[config.mk]
export PLATFORM = sky130hd
export DESIGN_NAME = fetch_ctrl
export DESIGN_NICKNAME = d
export VERILOG_FILES = /design/src/rtl/fetch_pkg.sv /design/src/rtl/fetch_fifo.sv /design/src/rtl/fetch_ctrl.sv
export SDC_FILE = /design/constraint.sdc
export NUM_CORES = 1
export LEC_CHECK = 0
export ABC_CLOCK_PERIOD_IN_PS = 2900
export BUFFER_PORTS_ARGS = -buffer_cell sky130_fd_sc_hd__clkbuf_2
export CAP_MARGIN = 10
export CELL_PAD_IN_SITES_DETAIL_PLACEMENT = 0
export CELL_PAD_IN_SITES_GLOBAL_PLACEMENT = 1
export CORE_AREA = 4 4 168 170
export DETAILED_ROUTE_END_ITERATION = 12
export DIE_AREA = 0 0 172 174
export GPL_TIMING_DRIVEN = 0
export PLACE_DENSITY = 0.85
export REMOVE_ABC_BUFFERS = 1
export SYNTH_ARGS = -nofsm -noshare
export SYNTH_HDL_FRONTEND = slang
export SYNTH_SLANG_ARGS = --single-unit
export TNS_END_PERCENT = 20
[constraint.sdc]
create_clock -name clk -period 2.9 [get_ports clk]
set_clock_uncertainty 0.1 [all_clocks]
set_input_delay 0 -clock clk [delete_from_list [all_inputs] [get_ports clk]]
set_output_delay 0 -clock clk [all_outputs]
set_load 0.1 [all_outputs]
[src/rtl/fetch_pkg.sv]
// Shared types for the instruction-fetch path: prefetch entry layout and fetch FSM states.
// No logic; no latency or backpressure of its own.
package fetch_pkg;
  localparam int INSTR_BYTES = 4;
  localparam int FETCH_AW    = 32;
  localparam int FETCH_DW    = 32;

  typedef struct packed {
    logic [FETCH_AW-1:0] pc;
    logic [FETCH_DW-1:0] instr;
  } fetch_entry_t;

  typedef enum logic {FETCH, HALT} fetch_state_t;
endpackage

[src/rtl/fetch_fifo.sv]
// Prefetch circular buffer of fetch entries, synchronous write, combinational head read.
// Latency: write visible at head next cycle. Backpressure: caller must not push when full unless popping.
module fetch_fifo
  import fetch_pkg::*;
#(
  parameter int DEPTH = 4,
  localparam int PW   = $clog2(DEPTH)
) (
  input  logic         clk,
  input  logic         rst_n,
  input  logic         flush,
  input  logic         push,
  input  logic         pop,
  input  fetch_entry_t wr_entry,
  output fetch_entry_t rd_entry,
  output logic         full,
  output logic         empty,
  output logic [PW:0]  count
);
  fetch_entry_t    store [DEPTH];
  logic [PW-1:0]   wr_ptr;
  logic [PW-1:0]   rd_ptr;

  always_ff @(posedge clk or negedge rst_n) begin
    if (!rst_n) begin
      wr_ptr <= '0;
      rd_ptr <= '0;
      count  <= '0;
    end else if (flush) begin
      wr_ptr <= '0;
      rd_ptr <= '0;
      count  <= '0;
    end else begin
      if (push) wr_ptr <= wr_ptr + 1'b1;
      if (pop)  rd_ptr <= rd_ptr + 1'b1;
      case ({push, pop})
        2'b10:   count <= count + 1'b1;
        2'b01:   count <= count - 1'b1;
        default: count <= count;
      endcase
    end
  end

  // Storage is data-only; validity is tracked by count, so no reset needed.
  always_ff @(posedge clk) begin
    if (push && !flush) store[wr_ptr] <= wr_entry;
  end

  assign rd_entry = store[rd_ptr];
  assign full     = (count == (PW+1)'(DEPTH));
  assign empty    = (count == '0);
endmodule

[src/rtl/fetch_ctrl.sv]
// Fetch controller: owns fetch PC, fills prefetch FIFO from comb imem, redirect flushes. Optional FETCH_HALT_ZERO_EN.
// Latency: pushed word at head next cycle; redirected word presented two cycles after redirect.
// Backpressure: instr_valid/instr_ready; fetch stalls while FIFO is full and not popping.
module fetch_ctrl
  import fetch_pkg::*;
#(
  parameter int                       ADDRESS_WIDTH = 32,
  parameter int                       DATA_WIDTH    = 32,
  parameter int                       DEPTH         = 4,
  parameter logic [ADDRESS_WIDTH-1:0] RESET_PC      = '0,
  localparam int                      PW            = $clog2(DEPTH)
) (
  input  logic                     clk,
  input  logic                     rst_n,
  output logic [ADDRESS_WIDTH-1:0] imem_addr,
  input  logic [DATA_WIDTH-1:0]    imem_rd,
  input  logic                     redirect_valid,
  input  logic [ADDRESS_WIDTH-1:0] redirect_pc,
  output logic                     instr_valid,
  output logic [DATA_WIDTH-1:0]    instr,
  output logic [ADDRESS_WIDTH-1:0] instr_pc,
  input  logic                     instr_ready,
  output logic                     halted
);
  logic [ADDRESS_WIDTH-1:0] fpc;
  logic                     push;
  logic                     pop;
  logic                     full;
  logic                     empty;
  logic [PW:0]              count;
  fetch_entry_t             wr_entry;
  fetch_entry_t             head;

  // A redirect cancels both sides of the FIFO in its cycle; flush wins.
  assign pop  = instr_valid & instr_ready & ~redirect_valid;
  assign push = ~redirect_valid & ~halted & (~full | pop);

  assign wr_entry.pc    = fpc;
  assign wr_entry.instr = imem_rd;

  fetch_fifo #(.DEPTH(DEPTH)) u_fifo (
    .clk      (clk),
    .rst_n    (rst_n),
    .flush    (redirect_valid),
    .push     (push),
    .pop      (pop),
    .wr_entry (wr_entry),
    .rd_entry (head),
    .full     (full),
    .empty    (empty),
    .count    (count)
  );

  always_ff @(posedge clk or negedge rst_n) begin
    if (!rst_n) begin
      fpc <= RESET_PC;
    end else if (redirect_valid) begin
      fpc <= {redirect_pc[ADDRESS_WIDTH-1:2], 2'b00};
    end else if (push) begin
      fpc <= fpc + ADDRESS_WIDTH'(INSTR_BYTES);
    end
  end

  assign imem_addr   = fpc;
  assign instr_valid = (count != '0);
  assign instr       = empty ? '0 : head.instr;
  assign instr_pc    = empty ? '0 : head.pc;

`ifdef FETCH_HALT_ZERO_EN
  fetch_state_t state;
  fetch_state_t state_nxt;

  always_ff @(posedge clk or negedge rst_n) begin
    if (!rst_n) state <= FETCH;
    else        state <= state_nxt;
  end

  // The zero word itself is enqueued; only later fetches are suppressed.
  always_comb begin
    state_nxt = state;
    if (redirect_valid)              state_nxt = FETCH;
    else if (push && imem_rd == '0)  state_nxt = HALT;
  end

  assign halted = (state == HALT);
`else
  assign halted = 1'b0;
`endif
endmodule
==> impl_summary.txt <==
----------------------------------------------------
[Power and ir drop]
  Clock power frac ... 25.0%
  Peak supply drop ... between 0.5 and 0.6 mV
  Internal power ... 8.71 mW
  Static leakage ... ~5.3 nW
  Combinational group share of total power ... about two fifths
  P_sw ... 6.79 mW
  Part of the total power dissipated in sequential elements ... between 30% and 40%
  Power per Cell Area ... 1060 nW/um^2
  Switching share of total power ... 43.8%

[Finish]
  Share of cells above drive strength 1 ... 33.5%
  Synth-to-layout area growth ... 25.9%
  Number of antenna repair diodes ... 0
  Final Net Count ... 959
  Filler cells ... between 2k and 2.5k

[Timing]
  Final WS setup ... 197 ps
  Final hold slack ... 71.4 ps
  Shortest period the worst path allows ... between 2000 and 3000 ps
  Number of slew-limit violations in the final report ... 0
  Max transition margin ... between 30% and 40%
  Number of hold-slack violations in the final timing report ... 0
  Unrepaired setup endpoints after global routing ... no
  Period utilisation layout ... just over 90%
  Max Clock Freq ... 370 MHz
  Final number of setup-violating endpoints ... 0
  Slew at the pin closest to its max-slew limit ... 1010 ps

[Logic synthesis]
  Share of synthesized area spent on multiplexers ... 12.3%
  Fraction of the yosys area taken by sequential cells ... a little under three quarters
  Yosys Warn Count ... 0
  Post-Synthesis Mean Instance Area ... 18.0 sq um
  Simple-gate share of the synthesized area ... 8.89%
  Flip-flop and latch count after synthesis ... roughly 290
  Combinational family with the most area after synthesis ... multiplexers
  Netlist cell types ... 48
  Mapped Area ... 11600 sq um
  Cell type contributing the most total cell area after synthesis ... sky130_fd_sc_hd__edfxtp_1
  Share of Yosys cell area claimed by the top area cell type ... 63.9%
  Biggest area contributors in the synthesized netlist ... sky130_fd_sc_hd__edfxtp_1 64%, sky130_fd_sc_hd__mux4_2 12%, sky130_fd_sc_hd__dfrtp_1 7.9%
  Primary FF master, synth ... sky130_fd_sc_hd__edfxtp_1
  Instance count of the mapped netlist ... 648
  Post-synthesis compound-gate area fraction ... 2.24%
  Xor and xnor area share after synthesis ... between 2 and 2.5%
  Fraction of registers with async set/reset ... 13.0%
  Adder and majority gate portion of the synthesized area ... 0.752%
  Number of flops mapped to enable cells by yosys ... 248

[Die]
  Overall die width ... 172 um
  Top-level I/O count ... 166
  # rows ... 60
  DIE AREA ... 29900 sq um
  Starting utilization of the core area ... 43.6%
  Y dimension of the die ... 174 um
  Core Footprint ... approximately 27000 sq um

[Placement]
  Final HPWL DP ... 15300 um
  Final weighted congestion in routability-driven placement ... 0.700
  Post-Place Setup Slack ... 234 ps
  Buffers on Ports ... ~160

[Detailed routing]
  Starting DRC count in detailed routing ... 481
  Count of TritonRoute iterations in the first routing pass ... 5
  Final routed DRC violation total ... 0
  Routed Antenna Nets ... 0
  Total vias in the final route ... 6561
  Wire per inst ... 20.4 um
  Via/cell ratio ... between 5 and 6
  Routed Wire Length ... 25500 um

[GRT]
  First-pass GRT wire length ... 38900 um
  GRT Overall Usage ... 16.8%
  Via count of the first global-routing pass ... 6755
  Number of antenna violations at the first check in global routing ... 0
  Largest net degree at the start of global routing ... 71
  Overall overflow remaining after global route ... 0

[Setup path]
  Critical path startpoint category ... register
  Cell-by-cell listing of the critical path ... nand4_2 > nor2_1 > a311oi_1 > a21oi_1 > o31ai_1 > dlygate4sd3_1
  Crit path depth ... 6
  Max incr delay on CP ... 680 ps
  R2r worst-path depth ... 6
  Worst reg2reg setup slack ... 200 ps
  End of the critical path ... imem_addr[17]
  Worst setup path startpoint ... imem_addr[7]
  Required time worst endpoint ... 3210 ps
  Data arrival time at the worst-slack endpoint ... between 3000 and 4000 ps
  Worst r2r dst ... imem_addr[17]
  Crit path max fanout ... 11
  Critical path's slowest cell ... sky130_fd_sc_hd__nor2_1
  Endpoint type of the worst setup path ... register
  Crit path buffers/inverters ... 1
  Top Family by Delay on Critical Path ... simple AND/OR/NAND/NOR gates
  Setup Crit Path Kind ... register to register
  Worst r2r src ... imem_addr[7]

[Clocking]
  Number of buffers between clock root and the deepest sink ... 3
  Clock network latency to the later pin of the worst-skew pair ... 530 ps
  # H-tree levels ... 1
  Number of clock sinks ... 285
  CTS clock-pin slew for the worst setup and hold paths ... roughly 60 ps
  Clock tree root buffer cell ... sky130_fd_sc_hd__clkbuf_16
  TritonCTS clock tree ... built
  CTS buffer count ... 30

[Job]
  # Max-Cap Violations ... 0

[Run status]
  Status ... finished clean

[Worst hold path]
  Type of the worst min-delay path ... primary input to async pin

----------------------------------------------------
==> how the worst min path moves through the flow <==
| stage | startpoint | end | cells past startpoint |
|---|---|---|---|
| finish | rst_n | imem_addr[26] | 2 |
| global route | imem_rd[22] | u_fifo.store[2][22] | 2 |
| CTS | rst_n | imem_addr[26] | 2 |
| detailed placement | redirect_pc[2] | imem_addr[2] | 3 |
| global placement | redirect_pc[2] | imem_addr[2] | 3 |
| floorplan | rst_n | imem_addr[10] | 0 |
==> layer usage <==
metal	wire [um]	up-vias	part of all wire [%]	global-route usage (%)
met5	0	-	0	0
met3	1630	25	6.4	2.52
met4	293	0	1.2	3.05
met2	12600	229	50	27.9
li1	-	2987	-	-
met1	10900	3320	43	23.9
==> cell type report <==
cell class	count	area (sq um)	share of cell area, %
Inverter	9	33.8	0.230
Clock buffer	37	818	5.58
Clock inverter	19	210	1.43
Sequential cell	285	8380	57.1
Tap cell	341	427	2.91
Timing Repair Buffer	236	1690	11.6
Multi-Input combinational cell	322	3100	21.2
==> metrics by stage <==
| stage | setup TNS, ps | cell area, sq um | total power, mW | std cells | utilization (%) |
|---|---|---|---|---|---|
| final | 0 | 14700 | 15.5 | 1249 | 54.9 |
| after global routing | 0 | 14700 | 16.1 | 1249 | 54.9 |
| after CTS | 0 | 14600 | 15.7 | 1245 | 54.7 |
| after detailed placement | 0 | 12900 | 11.6 | 1122 | 48.3 |
| after global placement | -535280 | 12700 | 11.5 | 1115 | 47.6 |
| after floorplan | -68490 | 11500 | 10.4 | 616 | - |
==> flip-flops by register name (all words and copies together) (netlist names) <==
register and count:
u_fifo.store 248, imem_addr 30, u_fifo.count 3, u_fifo.rd_ptr 2, u_fifo.wr_ptr 2
==> worst reg2reg max path: cells and delay by family, from the launching register on <==
kind,cells,cell delay (ps)
AND/OR/NAND/NOR,2,970
buffers and inverters,1,560
flip-flops,1,520
AO/OA/AOI/OAI,3,450
==> cell usage after synthesis (all sizes together), types with 2 or more instances <==
| library cell | n |
|---|---|
| edfxtp | 248 |
| nand2 | 38 |
| nand4 | 16 |
| buf | 16 |
| a2111oi | 2 |
| nor2b | 2 |
| nor3 | 4 |
| or4 | 2 |
| xor2 | 17 |
| nor2 | 13 |
| mux2i | 2 |
| ha | 7 |
| xnor2 | 12 |
| o21ai | 28 |
| a21oi | 6 |
| mux4 | 62 |
| and3 | 4 |
| nand3 | 12 |
| nand2b | 5 |
| and2 | 67 |
| clkbuf | 20 |
| dfrtp | 37 |
| nor4 | 6 |
| inv | 9 |
==> power groups by stage <==
stage                     combinational (mW)  clock, mW  sequential [mW]
final                                   6.48       3.88             5.15
after global routing                    6.75       4.19             5.19
after global placement                  6.01          0             5.49
after detailed placement                6.28          0             5.34
after floorplan                         4.79          0             5.65
after CTS                               6.46       3.99             5.21
==> cells by family (layout without fill, tap and decap cells) <==
group,Yosys count,after routing
AND/OR/NAND/NOR,174,174
AO/OA/AOI/OAI,42,42
multiplexers,65,65
other,1,5
XOR/XNOR,29,29
flip-flops,285,285
buffers and inverters,45,301
adder cells (fa/ha/maj),7,7
==> what timing repair did <==
action	CTS	global route
hold buffers	66	1
gates resized for setup	0	1
endpoints found under the setup margin	35	34
endpoints found under the hold margin	200	10
setup buffers	1	2
==> layout by cell type, fill, tap and decap left out, types with 3 or more instances in the layout <==
cell | Yosys | final
sky130_fd_sc_hd__edfxtp_1 | 248 | 248
sky130_fd_sc_hd__clkbuf_2 | 0 | 158
sky130_fd_sc_hd__dlygate4sd3_1 | 0 | 67
sky130_fd_sc_hd__and2_1 | 67 | 63
sky130_fd_sc_hd__mux4_2 | 62 | 62
sky130_fd_sc_hd__nand2_1 | 37 | 37
sky130_fd_sc_hd__dfrtp_1 | 37 | 35
sky130_fd_sc_hd__clkbuf_16 | 0 | 31
sky130_fd_sc_hd__o21ai_1 | 23 | 23
sky130_fd_sc_hd__xor2_1 | 17 | 17
sky130_fd_sc_hd__nor2_1 | 13 | 13
sky130_fd_sc_hd__xnor2_1 | 12 | 12
sky130_fd_sc_hd__nand4_1 | 12 | 12
sky130_fd_sc_hd__nand3_1 | 10 | 10
sky130_fd_sc_hd__inv_1 | 9 | 9
sky130_fd_sc_hd__ha_1 | 7 | 7
sky130_fd_sc_hd__clkinv_2 | 0 | 7
sky130_fd_sc_hd__a21oi_1 | 6 | 6
sky130_fd_sc_hd__o21ai_0 | 5 | 5
sky130_fd_sc_hd__nor4_1 | 5 | 5
sky130_fd_sc_hd__conb_1 | 1 | 5
sky130_fd_sc_hd__buf_16 | 0 | 5
sky130_fd_sc_hd__and2_4 | 0 | 4
sky130_fd_sc_hd__and3_1 | 4 | 4
sky130_fd_sc_hd__nor3_1 | 4 | 4
sky130_fd_sc_hd__bufinv_16 | 0 | 4
sky130_fd_sc_hd__clkinvlp_4 | 0 | 4
sky130_fd_sc_hd__clkbuf_1 | 20 | 4
sky130_fd_sc_hd__buf_12 | 0 | 4
sky130_fd_sc_hd__nand2b_1 | 4 | 3
sky130_fd_sc_hd__nand4_2 | 3 | 3
Power figures use the tool's default switching activity.
